**config.mk**
```make
export PLATFORM = sky130hd
export DESIGN_NAME = dbg_bus_master_flat
export DESIGN_NICKNAME = d
export VERILOG_FILES = /design/src/rtl/dbg_bus_pkg.sv /design/src/rtl/dbg_bus_master_if.sv /design/src/rtl/dbg_timeout_counter.sv /design/src/rtl/dbg_bus_master.sv /design/src/flat_wrapper.sv
export SDC_FILE = /design/constraint.sdc
export NUM_CORES = 1
export LEC_CHECK = 0
export CELL_PAD_IN_SITES_DETAIL_PLACEMENT = 0
export CELL_PAD_IN_SITES_GLOBAL_PLACEMENT = 1
export CORE_MARGIN = 4
export CORE_UTILIZATION = 30
export CTS_CLUSTER_SIZE = 30
export DETAILED_ROUTE_END_ITERATION = 16
export GPL_ROUTABILITY_DRIVEN = 0
export PLACE_DENSITY_LB_ADDON = 0.1
export SYNTH_ARGS = -nofsm -noshare
export SYNTH_HDL_FRONTEND = slang
export SYNTH_HIERARCHICAL = 1
export SYNTH_SLANG_ARGS = --single-unit
export TNS_END_PERCENT = 5
```
**constraint.sdc**
```tcl
create_clock -name clk -period 3 [get_ports clk]
set_input_delay 0.3 -clock clk [delete_from_list [all_inputs] [get_ports clk]]
set_output_delay 0.3 -clock clk [all_outputs]
set_load 0.02 [all_outputs]
```
**src/rtl/dbg_bus_pkg.sv**
```systemverilog
// Shared types and default parameters for the debug bus master.
package dbg_bus_pkg;

  localparam int unsigned DEF_ADDR_WIDTH     = 32;
  localparam int unsigned DEF_DATA_WIDTH     = 32;
  localparam int unsigned DEF_LEN_WIDTH      = 8;
  localparam int unsigned DEF_TIMEOUT_CYCLES = 255;
  localparam int unsigned ERR_COUNT_WIDTH    = 8;

  typedef enum logic [1:0] {
    ST_IDLE    = 2'd0,
    ST_WAIT_WD = 2'd1,
    ST_BUS     = 2'd2,
    ST_RESP    = 2'd3
  } dbg_state_t;

  // Saturating increment for the timeout error counter.
  function automatic logic [ERR_COUNT_WIDTH-1:0] sat_inc(input logic [ERR_COUNT_WIDTH-1:0] v);
    return (v == '1) ? v : v + ERR_COUNT_WIDTH'(1);
  endfunction

endpackage

```
**src/rtl/dbg_bus_master_if.sv**
```systemverilog
// Request / write-data / response streams plus target bus of the debug bus master.
interface dbg_bus_master_if #(
  parameter int unsigned ADDR_WIDTH = dbg_bus_pkg::DEF_ADDR_WIDTH,
  parameter int unsigned DATA_WIDTH = dbg_bus_pkg::DEF_DATA_WIDTH,
  parameter int unsigned LEN_WIDTH  = dbg_bus_pkg::DEF_LEN_WIDTH
);
  logic                  req_valid;
  logic                  req_ready;
  logic                  req_we;
  logic                  req_incr;
  logic [ADDR_WIDTH-1:0] req_addr;
  logic [LEN_WIDTH-1:0]  req_len;
  logic                  wd_valid;
  logic                  wd_ready;
  logic [DATA_WIDTH-1:0] wd_data;
  logic                  rsp_valid;
  logic                  rsp_ready;
  logic [DATA_WIDTH-1:0] rsp_data;
  logic                  rsp_err;
  logic                  rsp_last;
  logic                  bus_req;
  logic                  bus_we;
  logic [ADDR_WIDTH-1:0] bus_addr;
  logic [DATA_WIDTH-1:0] bus_wdata;
  logic                  bus_ack;
  logic [DATA_WIDTH-1:0] bus_rdata;

  modport master (
    input  req_valid, req_we, req_incr, req_addr, req_len, wd_valid, wd_data,
           rsp_ready, bus_ack, bus_rdata,
    output req_ready, wd_ready, rsp_valid, rsp_data, rsp_err, rsp_last,
           bus_req, bus_we, bus_addr, bus_wdata
  );

  modport slave (
    output req_valid, req_we, req_incr, req_addr, req_len, wd_valid, wd_data,
           rsp_ready, bus_ack, bus_rdata,
    input  req_ready, wd_ready, rsp_valid, rsp_data, rsp_err, rsp_last,
           bus_req, bus_we, bus_addr, bus_wdata
  );
endinterface

```
**src/rtl/dbg_timeout_counter.sv**
```systemverilog
// Counts cycles a bus request waits for ack; flags expiry on the TIMEOUT_CYCLES-th cycle.
module dbg_timeout_counter #(
  parameter int unsigned TIMEOUT_CYCLES = dbg_bus_pkg::DEF_TIMEOUT_CYCLES
) (
  input  logic clk,
  input  logic resetb,
  input  logic i_start,     // high while no request is pending; count restarts from zero
  input  logic i_ack,
  output logic o_expired_c
);
  localparam int unsigned CNT_W = (TIMEOUT_CYCLES > 1) ? $clog2(TIMEOUT_CYCLES) : 1;
  localparam logic [CNT_W-1:0] LIMIT = CNT_W'(TIMEOUT_CYCLES - 1);

  logic [CNT_W-1:0] r_cnt;

  always_ff @(posedge clk or negedge resetb) begin
    if (!resetb)                        r_cnt <= '0;
    else if (i_start)                   r_cnt <= '0;
    else if (!i_ack && (r_cnt != LIMIT)) r_cnt <= r_cnt + CNT_W'(1);
  end

  // An ack in the expiry cycle wins over the timeout.
  assign o_expired_c = !i_start && !i_ack && (r_cnt == LIMIT);

endmodule

```
**src/rtl/dbg_bus_master.sv**
```systemverilog
// Debug bus master: turns burst request headers into single-beat target bus accesses.
module dbg_bus_master #(
  parameter int unsigned ADDR_WIDTH     = dbg_bus_pkg::DEF_ADDR_WIDTH,
  parameter int unsigned DATA_WIDTH     = dbg_bus_pkg::DEF_DATA_WIDTH,
  parameter int unsigned LEN_WIDTH      = dbg_bus_pkg::DEF_LEN_WIDTH,
  parameter int unsigned TIMEOUT_CYCLES = dbg_bus_pkg::DEF_TIMEOUT_CYCLES
) (
  input  logic                                    clk,
  input  logic                                    resetb,
  dbg_bus_master_if.master                        bus_if,
  output logic                                    busy,
  output logic [dbg_bus_pkg::ERR_COUNT_WIDTH-1:0] err_count
);
  import dbg_bus_pkg::*;

  dbg_state_t                 r_state;
  logic                       r_incr;
  logic                       r_skip;
  logic                       r_werr;
  logic [LEN_WIDTH-1:0]       r_cnt;
  logic                       r_req_ready;
  logic                       r_wd_ready;
  logic                       r_rsp_valid;
  logic [DATA_WIDTH-1:0]      r_rsp_data;
  logic                       r_rsp_err;
  logic                       r_rsp_last;
  logic                       r_bus_req;
  logic                       r_bus_we;
  logic [ADDR_WIDTH-1:0]      r_bus_addr;
  logic [DATA_WIDTH-1:0]      r_bus_wdata;
  logic                       r_busy;
  logic [ERR_COUNT_WIDTH-1:0] r_err_count;

  logic                  w_req_fire;
  logic                  w_wd_fire;
  logic                  w_rsp_fire;
  logic                  w_ack;
  logic                  w_tmo;
  logic                  w_tmo_start;
  logic                  w_last;
  logic [LEN_WIDTH-1:0]  w_cnt_dec;
  logic [ADDR_WIDTH-1:0] w_addr_next;

  assign w_req_fire  = bus_if.req_valid & r_req_ready;
  assign w_wd_fire   = bus_if.wd_valid & r_wd_ready;
  assign w_rsp_fire  = r_rsp_valid & bus_if.rsp_ready;
  assign w_ack       = r_bus_req & bus_if.bus_ack;
  assign w_tmo_start = ~r_bus_req;
  assign w_last      = (r_cnt == '0);
  assign w_cnt_dec   = r_cnt - LEN_WIDTH'(1);
  assign w_addr_next = r_incr ? (r_bus_addr + ADDR_WIDTH'(1)) : r_bus_addr;

  dbg_timeout_counter #(
    .TIMEOUT_CYCLES (TIMEOUT_CYCLES)
  ) u_tmo (
    .clk         (clk),
    .resetb      (resetb),
    .i_start     (w_tmo_start),
    .i_ack       (bus_if.bus_ack),
    .o_expired_c (w_tmo)
  );

  always_ff @(posedge clk or negedge resetb) begin
    if (!resetb) begin
      r_state     <= ST_IDLE;
      r_incr      <= 1'b0;
      r_skip      <= 1'b0;
      r_werr      <= 1'b0;
      r_cnt       <= '0;
      r_req_ready <= 1'b0;
      r_wd_ready  <= 1'b0;
      r_rsp_valid <= 1'b0;
      r_rsp_data  <= '0;
      r_rsp_err   <= 1'b0;
      r_rsp_last  <= 1'b0;
      r_bus_req   <= 1'b0;
      r_bus_we    <= 1'b0;
      r_bus_addr  <= '0;
      r_bus_wdata <= '0;
      r_busy      <= 1'b0;
      r_err_count <= '0;
    end else begin
      case (r_state)
        ST_IDLE: begin
          r_req_ready <= 1'b1;
          if (w_req_fire) begin
            r_req_ready <= 1'b0;
            r_busy      <= 1'b1;
            r_bus_we    <= bus_if.req_we;
            r_incr      <= bus_if.req_incr;
            r_bus_addr  <= bus_if.req_addr;
            r_cnt       <= bus_if.req_len;
            r_skip      <= 1'b0;
            r_werr      <= 1'b0;
            if (bus_if.req_we) begin
              r_wd_ready <= 1'b1;
              r_state    <= ST_WAIT_WD;
            end else begin
              r_bus_req <= 1'b1;
              r_state   <= ST_BUS;
            end
          end
        end

        // After a timeout, write data is still drained but never reaches the bus.
        ST_WAIT_WD: begin
          if (w_wd_fire) begin
            r_bus_wdata <= bus_if.wd_data;
            if (!r_skip) begin
              r_wd_ready <= 1'b0;
              r_bus_req  <= 1'b1;
              r_state    <= ST_BUS;
            end else if (w_last) begin
              r_wd_ready  <= 1'b0;
              r_rsp_valid <= 1'b1;
              r_rsp_data  <= '0;
              r_rsp_err   <= r_werr;
              r_rsp_last  <= 1'b1;
              r_state     <= ST_RESP;
            end else begin
              r_cnt      <= w_cnt_dec;
              r_bus_addr <= w_addr_next;
            end
          end
        end

        ST_BUS: begin
          if (w_ack || w_tmo) begin
            r_bus_req <= 1'b0;
            if (w_tmo) begin
              r_skip      <= 1'b1;
              r_err_count <= sat_inc(r_err_count);
            end
            if (!w_last) begin
              r_cnt      <= w_cnt_dec;
              r_bus_addr <= w_addr_next;
            end
            if (r_bus_we) begin
              r_werr <= r_werr | w_tmo;
              if (w_last) begin
                r_rsp_valid <= 1'b1;
                r_rsp_data  <= '0;
                r_rsp_err   <= r_werr | w_tmo;
                r_rsp_last  <= 1'b1;
                r_state     <= ST_RESP;
              end else begin
                r_wd_ready <= 1'b1;
                r_state    <= ST_WAIT_WD;
              end
            end else begin
              r_rsp_valid <= 1'b1;
              r_rsp_data  <= w_tmo ? '0 : bus_if.bus_rdata;
              r_rsp_err   <= w_tmo;
              r_rsp_last  <= w_last;
              r_state     <= ST_RESP;
            end
          end
        end

        ST_RESP: begin
          if (w_rsp_fire) begin
            r_rsp_valid <= 1'b0;
            if (r_bus_we || r_rsp_last) begin
              r_req_ready <= 1'b1;
              r_busy      <= 1'b0;
              r_state     <= ST_IDLE;
            end else if (r_skip) begin
              r_rsp_valid <= 1'b1;
              r_rsp_data  <= '0;
              r_rsp_err   <= 1'b1;
              r_rsp_last  <= w_last;
              if (!w_last) begin
                r_cnt      <= w_cnt_dec;
                r_bus_addr <= w_addr_next;
              end
            end else begin
              r_bus_req <= 1'b1;
              r_state   <= ST_BUS;
            end
          end
        end

        default: r_state <= ST_IDLE;
      endcase
    end
  end

  assign bus_if.req_ready = r_req_ready;
  assign bus_if.wd_ready  = r_wd_ready;
  assign bus_if.rsp_valid = r_rsp_valid;
  assign bus_if.rsp_data  = r_rsp_data;
  assign bus_if.rsp_err   = r_rsp_err;
  assign bus_if.rsp_last  = r_rsp_last;
  assign bus_if.bus_req   = r_bus_req;
  assign bus_if.bus_we    = r_bus_we;
  assign bus_if.bus_addr  = r_bus_addr;
  assign bus_if.bus_wdata = r_bus_wdata;
  assign busy             = r_busy;
  assign err_count        = r_err_count;

endmodule

```
**src/flat_wrapper.sv**
```systemverilog
// flat-port wrapper written by rule: the top's interface ports become plain ports
module dbg_bus_master_flat import dbg_bus_pkg::*;
#(
  parameter int unsigned ADDR_WIDTH     = dbg_bus_pkg::DEF_ADDR_WIDTH,
  parameter int unsigned DATA_WIDTH     = dbg_bus_pkg::DEF_DATA_WIDTH,
  parameter int unsigned LEN_WIDTH      = dbg_bus_pkg::DEF_LEN_WIDTH,
  parameter int unsigned TIMEOUT_CYCLES = dbg_bus_pkg::DEF_TIMEOUT_CYCLES
)
  (clk, resetb, busy, err_count, bus_if_req_valid, bus_if_req_we, bus_if_req_incr, bus_if_req_addr, bus_if_req_len, bus_if_wd_valid, bus_if_wd_data, bus_if_rsp_ready, bus_if_bus_ack, bus_if_bus_rdata, bus_if_req_ready, bus_if_wd_ready, bus_if_rsp_valid, bus_if_rsp_data, bus_if_rsp_err, bus_if_rsp_last, bus_if_bus_req, bus_if_bus_we, bus_if_bus_addr, bus_if_bus_wdata);
  dbg_bus_master_if #(.ADDR_WIDTH(ADDR_WIDTH), .DATA_WIDTH(DATA_WIDTH), .LEN_WIDTH(LEN_WIDTH)) bus_if_i ();
  input  logic clk;
  input  logic resetb;
  output logic busy;
  output logic [dbg_bus_pkg::ERR_COUNT_WIDTH-1:0] err_count;
  input wire logic [$bits(bus_if_i.req_valid)-1:0] bus_if_req_valid;
  input wire logic [$bits(bus_if_i.req_we)-1:0] bus_if_req_we;
  input wire logic [$bits(bus_if_i.req_incr)-1:0] bus_if_req_incr;
  input wire logic [$bits(bus_if_i.req_addr)-1:0] bus_if_req_addr;
  input wire logic [$bits(bus_if_i.req_len)-1:0] bus_if_req_len;
  input wire logic [$bits(bus_if_i.wd_valid)-1:0] bus_if_wd_valid;
  input wire logic [$bits(bus_if_i.wd_data)-1:0] bus_if_wd_data;
  input wire logic [$bits(bus_if_i.rsp_ready)-1:0] bus_if_rsp_ready;
  input wire logic [$bits(bus_if_i.bus_ack)-1:0] bus_if_bus_ack;
  input wire logic [$bits(bus_if_i.bus_rdata)-1:0] bus_if_bus_rdata;
  output wire logic [$bits(bus_if_i.req_ready)-1:0] bus_if_req_ready;
  output wire logic [$bits(bus_if_i.wd_ready)-1:0] bus_if_wd_ready;
  output wire logic [$bits(bus_if_i.rsp_valid)-1:0] bus_if_rsp_valid;
  output wire logic [$bits(bus_if_i.rsp_data)-1:0] bus_if_rsp_data;
  output wire logic [$bits(bus_if_i.rsp_err)-1:0] bus_if_rsp_err;
  output wire logic [$bits(bus_if_i.rsp_last)-1:0] bus_if_rsp_last;
  output wire logic [$bits(bus_if_i.bus_req)-1:0] bus_if_bus_req;
  output wire logic [$bits(bus_if_i.bus_we)-1:0] bus_if_bus_we;
  output wire logic [$bits(bus_if_i.bus_addr)-1:0] bus_if_bus_addr;
  output wire logic [$bits(bus_if_i.bus_wdata)-1:0] bus_if_bus_wdata;
  assign bus_if_i.req_valid = bus_if_req_valid;
  assign bus_if_i.req_we = bus_if_req_we;
  assign bus_if_i.req_incr = bus_if_req_incr;
  assign bus_if_i.req_addr = bus_if_req_addr;
  assign bus_if_i.req_len = bus_if_req_len;
  assign bus_if_i.wd_valid = bus_if_wd_valid;
  assign bus_if_i.wd_data = bus_if_wd_data;
  assign bus_if_i.rsp_ready = bus_if_rsp_ready;
  assign bus_if_i.bus_ack = bus_if_bus_ack;
  assign bus_if_i.bus_rdata = bus_if_bus_rdata;
  assign bus_if_req_ready = bus_if_i.req_ready;
  assign bus_if_wd_ready = bus_if_i.wd_ready;
  assign bus_if_rsp_valid = bus_if_i.rsp_valid;
  assign bus_if_rsp_data = bus_if_i.rsp_data;
  assign bus_if_rsp_err = bus_if_i.rsp_err;
  assign bus_if_rsp_last = bus_if_i.rsp_last;
  assign bus_if_bus_req = bus_if_i.bus_req;
  assign bus_if_bus_we = bus_if_i.bus_we;
  assign bus_if_bus_addr = bus_if_i.bus_addr;
  assign bus_if_bus_wdata = bus_if_i.bus_wdata;
  dbg_bus_master #(.ADDR_WIDTH(ADDR_WIDTH), .DATA_WIDTH(DATA_WIDTH), .LEN_WIDTH(LEN_WIDTH), .TIMEOUT_CYCLES(TIMEOUT_CYCLES)) u_core (.clk(clk), .resetb(resetb), .bus_if(bus_if_i), .busy(busy), .err_count(err_count));
endmodule
```
=== Word-level counts from Yosys, hierarchy flattened ===
Cells that the tools add are included.

* Register bits after elaboration: 133
* Input port bits: 112
* Output and inout port bits: 112
* Word-level logic and storage cells: 179

* Add/sub/neg operators: 4
* Equal/unequal tests: 24
* Multiplexer cells: 101
* Bitwise gates (word level): 6
* Reduce and logical (&&, ||, !) cells: 26

{| class="wikitable"
|+ Operators with widths
! operator !! number
|-
| $mux W32 || 17
|-
| $pmux W32 S4 || 1
|-
| $pmux W32 S3 || 1
|-
| $mux W8 || 9
|-
| $mux W1 || 51
|-
| $add A32 B1 Y32 const B || 1
|-
| $pmux W8 S4 || 1
|-
| $mux W2 || 11
|-
| $ne A2 B1 Y1 const B || 10
|-
| $add A8 B1 Y8 const B || 2
|-
| $eq A8 B8 Y1 const B || 2
|-
| $reduce_and A4 Y1 || 4
|-
| $pmux W1 S3 || 4
|-
| $reduce_and A6 Y1 || 2
|-
| $ne A2 B2 Y1 const B || 5
|-
| $reduce_and A5 Y1 || 2
|-
| $ne A3 B3 Y1 const B || 3
|-
| $reduce_and A9 Y1 || 1
|-
| $logic_not A8 Y1 || 1
|-
| $ne A8 B8 Y1 const B || 1
|-
| $pmux W1 S2 || 4
|-
| $pmux W2 S4 || 1
|-
| $reduce_and A8 Y1 || 1
|-
| $sub A8 B1 Y8 const B || 1
|-
| 15 further kinds || 25
|}

=== Longest topological paths before layout ===
* Depth in word-level cells: 8
* Gate-level depth with buffers: 12

=== Cells and area by module ===
The synthesis kept the hierarchy.

{| class="wikitable"
|+ By module, submodules not included
! module !! times used !! cells each !! area an instance (um^2)
|-
| dbg_bus_master || 1 || 583 || 6236.0
|-
| dbg_timeout_counter || 1 || 54 || 536.8
|}

=== Least setup slack after synthesis ===
OpenSTA, ideal clock, no wires.

* Path type: flip-flop to flip-flop
* From: register u_core.u_tmo.r_cnt[0]
* To: register u_core.r_cnt[2]
* Setup time: 0.125 ns
* Arrival time: 2.210 ns
* Required time: 2.875 ns
* Setup slack: 0.665 ns
* Stages on the path, launching flop included: 13
* Path buffers: 2
* Clock period less this slack: 2.335 ns
* Cell sequence: dfrtp_1 inv_1 ha_1 and3_1 buf_6 nand2_1 nor3_1 a21oi_1 a22oi_2 nand4_2 buf_2 o21ai_0 o21ai_1

* Cells in the longest elaborated chain, start to end: 5

{| class="wikitable"
|+ RTL lines
! element !! RTL line !! text
|-
| start: declaration || dbg_timeout_counter.sv:14 || <nowiki>logic [CNT_W-1:0] r_cnt;</nowiki>
|-
| start signal: assignment || dbg_timeout_counter.sv:19 || <nowiki>else if (!i_ack && (r_cnt != LIMIT)) r_cnt <= r_cnt + CNT_W'(1);</nowiki>
|-
| $eq A8 B8 Y1 || dbg_timeout_counter.sv:23 || <nowiki>assign o_expired_c = !i_start && !i_ack && (r_cnt == LIMIT);</nowiki>
|-
| $logic_and A1 B1 Y1 || dbg_timeout_counter.sv:23 ||
|-
| named net u_core.w_tmo || dbg_bus_master.sv:38 || <nowiki>logic w_tmo;</nowiki>
|-
| $logic_or A1 B1 Y1 || dbg_bus_master.sv:128 || <nowiki>if (w_ack || w_tmo) begin</nowiki>
|-
| $ne A2 B1 Y1 (no source line) || -- ||
|-
| $reduce_and A5 Y1 (no source line) || -- ||
|-
| end signal: assignment || dbg_bus_master.sv:121 || <nowiki>r_cnt <= w_cnt_dec;</nowiki>
|-
| end signal: assignment || dbg_bus_master.sv:135 || <nowiki>r_cnt <= w_cnt_dec;</nowiki>
|-
| end signal: assignment || dbg_bus_master.sv:173 || <nowiki>r_cnt <= w_cnt_dec;</nowiki>
|-
| end: declaration || dbg_bus_master.sv:20 || <nowiki>logic [LEN_WIDTH-1:0] r_cnt;</nowiki>
|}

The timed path passes the listed nets, and every way through them passes these cells.
A chain may end at the register's enable or synchronous reset.

=== Worst setup path after layout ===
* From: register u_core.u_tmo.r_cnt[0]
* To: register u_core.r_rsp_err, in the netlist u_core/bus_if.rsp_err

* Cells in the longest elaborated chain, start to end: 7

{| class="wikitable"
|+ RTL lines
! element !! RTL line !! text
|-
| $eq A8 B8 Y1 (*) || dbg_timeout_counter.sv:23 ||
|-
| $logic_and A1 B1 Y1 (*) || dbg_timeout_counter.sv:23 ||
|-
| named net u_core.w_tmo || dbg_bus_master.sv:38 ||
|-
| $or A1 B1 Y1 || dbg_bus_master.sv:143 || <nowiki>r_rsp_err <= r_werr | w_tmo;</nowiki>
|-
| $mux W1 || dbg_bus_master.sv:140 || <nowiki>if (w_last) begin</nowiki>
|-
| $mux W1 || dbg_bus_master.sv:138 || <nowiki>if (r_bus_we) begin</nowiki>
|-
| $mux W1 || dbg_bus_master.sv:128 ||
|-
| $pmux W1 S3 || dbg_bus_master.sv:83 || <nowiki>case (r_state)</nowiki>
|-
| end signal: assignment || dbg_bus_master.sv:117 || <nowiki>r_rsp_err <= r_werr;</nowiki>
|-
| end signal: assignment || dbg_bus_master.sv:143 ||
|-
| end signal: assignment || dbg_bus_master.sv:153 || <nowiki>r_rsp_err <= w_tmo;</nowiki>
|-
| end: declaration || dbg_bus_master.sv:25 || <nowiki>logic r_rsp_err;</nowiki>
|}

The timed path passes the listed nets; every way through them passes the cells marked *. The select of a mux whose other input is x is not followed.

==> results by group <==
GRT
  – Pin count of the biggest net entering global routing: 64
  – Initial antenna violation count: 1
  – First-pass GRT wire length: 33130 µm
  – Vias in the first global route: approximately 6100
  – Tot GR Track Use: 0.1668
  – Overflow after GRT: 0

Logic synthesis
  – Count leader, synth: dfrtp_1
  – Yosys warning total: 6
  – #FFs+latches synth: 133
  – Dominant cells by area after synthesis: dfrtp_1 49%, mux2_2 6.2%, a22o_1 4.1%, a21oi_1 3.5%, nor2_1 2.8%
  – Post-Synthesis Cell Area: 6773 µm²
  – Top cell type by total area after synthesis: dfrtp_1
  – Number of flops mapped to enable cells by yosys: 0
  – Most frequent cells after synthesis: 133 x dfrtp_1, 50 x nor2_1, 48 x a21oi_1
  – Avg Cell Area, Syn: 10.63 µm²
  – Post-synth ARST share: 1.000
  – Syn_nets: 754
  – Synth cell types: 75
  – Yosys top cell area share: 0.4914
  – Top FF cell, synth: dfrtp_1
  – Sequential share of the synthesized area: 0.4914
  – Synth Instances: approximately 640

CTS
  – CTS buffer count: 17
  – Latest clock arrival within the worst-skew pair: around 0.42 ns
  – CTS tree: yes
  – Gates resized, CTS repair: 0
  – Root Driver: clkbuf_16
  – Worst-path clk slew: 0.06 ns
  – CTS sink cnt: 133
  – CTS Buffer Depth: 2
  – H-tree depth: 4

Floorplanning
  – Starting Density: 0.3075
  – Core area: between 20000 and 25000 µm²
  – Rows: between 50 and 60
  – Die width: around 160 µm
  – Die height: 158.3 µm
  – Die ar.: 25040 µm²
  – I/O Pins: 224

Place
  – Port bufs: 223
  – Detailed Place HPWL: 15060 µm

Critical path
  – FF-to-FF Start: u_core/u_tmo/r_cnt[0]
  – R2R Setup Slk: 0.31 ns
  – Crit. End Element: flip-flop
  – WP data required: 3.30 ns
  – Delay-heaviest family, CP: simple AND/OR/NAND/NOR gates
  – Slowest-stage cell, CP: dfrtp_1
  – Worst setup SP type: flip-flop
  – Path depth of the worst reg2reg path: 9
  – Crit path kind: reg2reg
  – Reg-to-Reg End: u_core/bus_if.rsp_err
  – Largest stage delay, worst path: 0.42 ns
  – Crit-path most repeated cell: nand2_1
  – Crit path cell chain: inv_1 > ha_1 > and3_1 > nand2_1 > nor3_1 > a21oi_1 > nand2_1 > nand3_4 > mux2_2
  – CP Max Fanout: 33
  – WP buf/inv: 1
  – Stages on worst setup path: 9
  – CP arrival: ~3 ns

Run
  – Max Cap Viol: 0

Power and ir drop
  – Power Total: 10.10 mW
  – Power Density: 1018 nW/µm²
  – Leak Pwr: 3.987 nW
  – Peak VDD IR: ~0.00052 V

Timing
  – Period utilization: 0.8974
  – Tmin final: 2.692 ns
  – Slew @ Worst Pin: 0.6707 ns
  – Final Max Slew Viols: 0
  – Max_slew headroom: 0.5529
  – Fmax: 371.4 MHz
  – Final hold slack: 0.4252 ns
  – Final setup fails: 0
  – Unrepaired setup endpoints after global routing: false
  – Setup TNS: 0 ns
  – Skew final: 0.01434 ns
  – Final Hold Viols: 0

Min path
  – Hold Path Class: in2async

Detailed routing
  – Total number of vias: 5871
  – Initial drt markers: approximately 330
  – ANT nets after route: 0
  – Per-cell routed wire length: 18.34 µm
  – TritonRoute pass-1 iters: 5
  – DRT Wirelength: 21170 µm
  – Vias/cell: 5.088
  – Number of remaining DRC errors: 0

Status
  – Status: finished, final reports clean

Finish
  – Storage element area: 3328 µm²
  – Fill cells: 2090
  – Area of the multi-input gates: 3138 µm²
  – Nets: 977
  – Layout cell share with drive strength beyond 1: 0.1478
  – Layout area overhead: 46.44%
-- logic make-up (layout without fill, tap and decap cells) --
family / Yosys count / after routing / share of synthesized area
AOI/OAI and AO/OA: 200 / 200 / 0.2139
and+or+nand+nor: 198 / 198 / 0.1605
DFF: 133 / 133 / 0.4914
buffers and inverters: 53 / 289 / 0.04692
muxes: 41 / 41 / 0.06891
xor gates and xnor gates: 7 / 7 / 0.009052
adders and majority gates: 5 / 5 / 0.009237
other: 0 / 1 / 0
-- power by group --
part	switching [mW]	internal, mW
logic	2.38	2.22
registers	0.701	2.51
clock network	0.859	1.43
total	3.94	6.16
-- worst max-delay path by stage --
stage	startpoint	endpoint	slack, ns
2_1_floorplan	u_core/u_tmo/r_cnt[0]	u_core/r_cnt[2]	0.67
3_3_place_gp	u_core/u_tmo/r_cnt[0]	u_core/bus_if.bus_addr[3]	0.32
3_5_place_dp	u_core/u_tmo/r_cnt[0]	u_core/bus_if.bus_addr[18]	0.28
4_1_cts	u_core/u_tmo/r_cnt[0]	u_core/bus_if.bus_addr[4]	0.24
5_1_grt	u_core/u_tmo/r_cnt[0]	u_core/bus_if.rsp_err	0.03
6_report	u_core/u_tmo/r_cnt[0]	u_core/bus_if.rsp_err	0.31
-- through the flow --
| step | area (µm²) | setup WS (ns) | util | cells |
|---|---|---|---|---|
| after floorplan | 6773 | 0.6651 | - | 637 |
| after global placement | 9255 | 0.3245 | 0.4202 | 1118 |
| after detailed placement | 9255 | 0.2839 | 0.4202 | 1118 |
| after CTS | 9901 | 0.2420 | 0.4495 | 1151 |
| after global routing | 9918 | 0.02777 | 0.4503 | 1154 |
| final | 9918 | 0.3078 | 0.4503 | 1154 |
-- registers in the layout, summed over array words and instances (netlist names), 2 cells and up --
register                 count
u_core/r_cnt                 8
u_core/r_state               2
u_core/bus_if.bus_wdata     32
u_core/u_tmo/r_cnt           8
u_core/err_count             8
u_core/bus_if.rsp_data      32
u_core/bus_if.bus_addr      32
-- repair_timing --
item                                   in CTS  in global routing
hold buffers                                1                  0
endpoints found under the hold margin      61                  0
setup endpoints to repair                   0                  7
buffers inserted                            0                  2
-- cell type report --
cell class,instances,area share
flip-flops and latches,133,0.3356
diodes,1,0.0002523
inverters,14,0.005298
clock inverters,13,0.01943
well taps,280,0.03532
multi-input cells,451,0.3164
clock buffers,19,0.04466
repair buffers,243,0.2431
-- layout by cell type, fill, tap and decap left out, drive strengths merged, types with 3 or more instances in the layout --
cell	instances
a22o	32
a41oi	3
clkbuf	19
nand2b	5
nand3	26
o22ai	11
and3	5
o31ai	5
nor2	52
xnor2	5
nor2b	8
or2	3
nor3b	5
a41o	3
mux2	39
a2bb2oi	12
nor3	10
nor4	8
a211oi	3
ha	5
a31oi	8
bufinv	4
nand2	47
clkdlybuf4s50	222
buf	20
inv	19
nand4	16
o31a	4
o22a	8
dfrtp	133
a21oi	54
o21ai	42
and2	3
-- per-layer routing --
metal / global-route usage / wire (µm)
met5: 0 / 0
met4: 0.03940 / 144
met3: 0.05409 / 1275
met2: 0.2813 / 10720
met1: 0.2087 / 9031
Power figures use the tool's default switching activity.
==> variant: new RTL, same settings <==
Set the package constant `DEF_LEN_WIDTH` to 16 (it was 8).
--- a/src/rtl/dbg_bus_pkg.sv
+++ b/src/rtl/dbg_bus_pkg.sv
@@ -4,5 +4,5 @@
   localparam int unsigned DEF_ADDR_WIDTH     = 32;
   localparam int unsigned DEF_DATA_WIDTH     = 32;
-  localparam int unsigned DEF_LEN_WIDTH      = 8;
+  localparam int unsigned DEF_LEN_WIDTH      = 16;
   localparam int unsigned DEF_TIMEOUT_CYCLES = 255;
   localparam int unsigned ERR_COUNT_WIDTH    = 8;
Interface: changed (resized bus_if_req_len); port bits go from 224 to 232. The function was not compared with the original's and may differ.
==> variant against the unedited design <==
Final area rose by 8.2%. Worst setup slack got worse by 66 ps. Combinational power rose by 12%. Power rose by 8.5%. Non-clock buffer count rose by 23. Synthesized area rose by 7.3%. Wire length rose by 15%. Sequential cell count rose by 8. Critical endpoint is now u_core/bus_if.bus_addr[6]. Highest routed layer unchanged.
==> variant: results (changes against the unedited design) <==
[global_route]
grt.met2_usage_pct=28.88  ; was 28.13%
grt_pass1_vias=6826  ; was 6145
grt_util_met3_pct=3.280  ; was 5.409%
grt_use_total_pct=17.96  ; was 16.68%
antenna_found_initial=0  ; was 1
grt_first_pass_wirelength_um=38380  ; was 33130 µm
global_route.usage.met1_pct=24.77  ; was 20.87%

[layout]
inv_count=11  ; was 14
multi_input_cells=535  ; was 451
buffers=266  ; was 243
final_nets=1097  ; was 977
n_clock_buffer=18  ; was 19
clkCellAreaFrac_pct=6.016  ; was 6.408%
num_antenna_cells=0  ; was 1
regArea_um2=3528  ; was 3328 µm²
drive_above_1_share_pct=12.39  ; was 14.78%
multi_input_area_um2=3501  ; was 3138 µm²

[run_status]
status=finished, final reports clean  ; unchanged

[pwr]
vdd_drop_max_v=0.0003673  ; was 0.0005173 V
p_switching_mw=4.368  ; was 3.937 mW
leakage_nw=4.327  ; was 3.987 nW

[critical_path]
worstReg2RegEnd=u_core/bus_if.bus_addr[6]  ; was u_core/bus_if.rsp_err
crit_slowest_cell=dfrtp_1  ; unchanged
arrival_ps=3070  ; was 2990 ps
r2r_setup_slack_ps=240  ; was 310 ps
r2r_cells=12  ; was 9
cp_max_fo=28  ; was 33

[synthesis]
synth_fp_nets=861  ; was 754
synth_area_leaders=dfrtp_1 (49%), mux2_2 (5.4%), a22o_1 (3.9%)  ; was dfrtp_1 (49%), mux2_2 (6.2%), a22o_1 (4.1%)
synth_commonest_cells=dfrtp_1 (141), nor2_1 (71), nand2_1 (48)  ; was dfrtp_1 (133), nor2_1 (50), a21oi_1 (48)

[sta]
worst_slew_pin_slew_ps=842.1  ; was 670.7 ps
fin_worst_skew_ps=16.33  ; was 14.34 ps

[drt]
met3_length_um=1138  ; was 1275 µm
vias_per_cell=5.184  ; was 5.088
drt-initial-drc-count=448  ; was 326
dr_wl_met2_um=11770  ; was 10720 µm
wl_per_cell_um=18.66  ; was 18.34 µm

[placement]
io_buffers=231  ; was 223
dp_hpwl_um=17610  ; was 15060 µm

variant: cell count changes after synthesis, sizes merged, moves of 8 or more:
cell,delta
o21ai,-8
a21oi,-14
dfrtp,+8
nor2,+19
buf,-16
o31ai,+8
nand4,+11
nor3,+22
or3,+9
clkbuf,+26
variant: cells by family after synthesis:
| group | Yosys count | share of synthesized area, % |
|---|---|---|
| AND/OR/NAND/NOR | 276 | 19.58 |
| AO/OA/AOI/OAI | 203 | 19.83 |
| buffers and inverters | 60 | 3.512 |
| XOR/XNOR | 7 | 0.8437 |
| flip-flops | 141 | 48.55 |
| adder cells (fa/ha/maj) | 5 | 0.8609 |
| multiplexers | 44 | 6.818 |
variant: timing repair:
| item | in CTS | in global routing |
|---|---|---|
| endpoints found under the hold margin | 74 | 0 |
| resized for setup | 0 | 1 |
| hold buffers | 1 | 0 |
| setup endpoints to repair | 0 | 4 |
| buffers inserted | 0 | 0 |
variant: power groups by stage:
stage / Sequential [mW] / Combinational [mW] / Clock (mW)
floorplan: 4.04 / 2.23 / 0
global placement: 3.50 / 5.18 / 0
detailed placement: 3.49 / 5.20 / 0
CTS: 3.47 / 5.22 / 2.41
global route: 3.60 / 5.58 / 2.48
finish: 3.46 / 5.16 / 2.33
variant: per-stage QoR:
stage / hold WS (ps) / util, % / instances / worst slack, ps / area, µm²
2_1_floorplan: 4.409 / - / 736 / 232.7 / 7267
3_3_place_gp: 422.1 / 42.52 / 1271 / 350.6 / 10070
3_5_place_dp: 407.2 / 42.52 / 1271 / 204.9 / 10070
4_1_cts: 459.8 / 45.29 / 1304 / 169.4 / 10730
5_1_grt: 469.9 / 45.31 / 1304 / 9.186 / 10730
6_report: 480.2 / 45.31 / 1304 / 241.5 / 10730
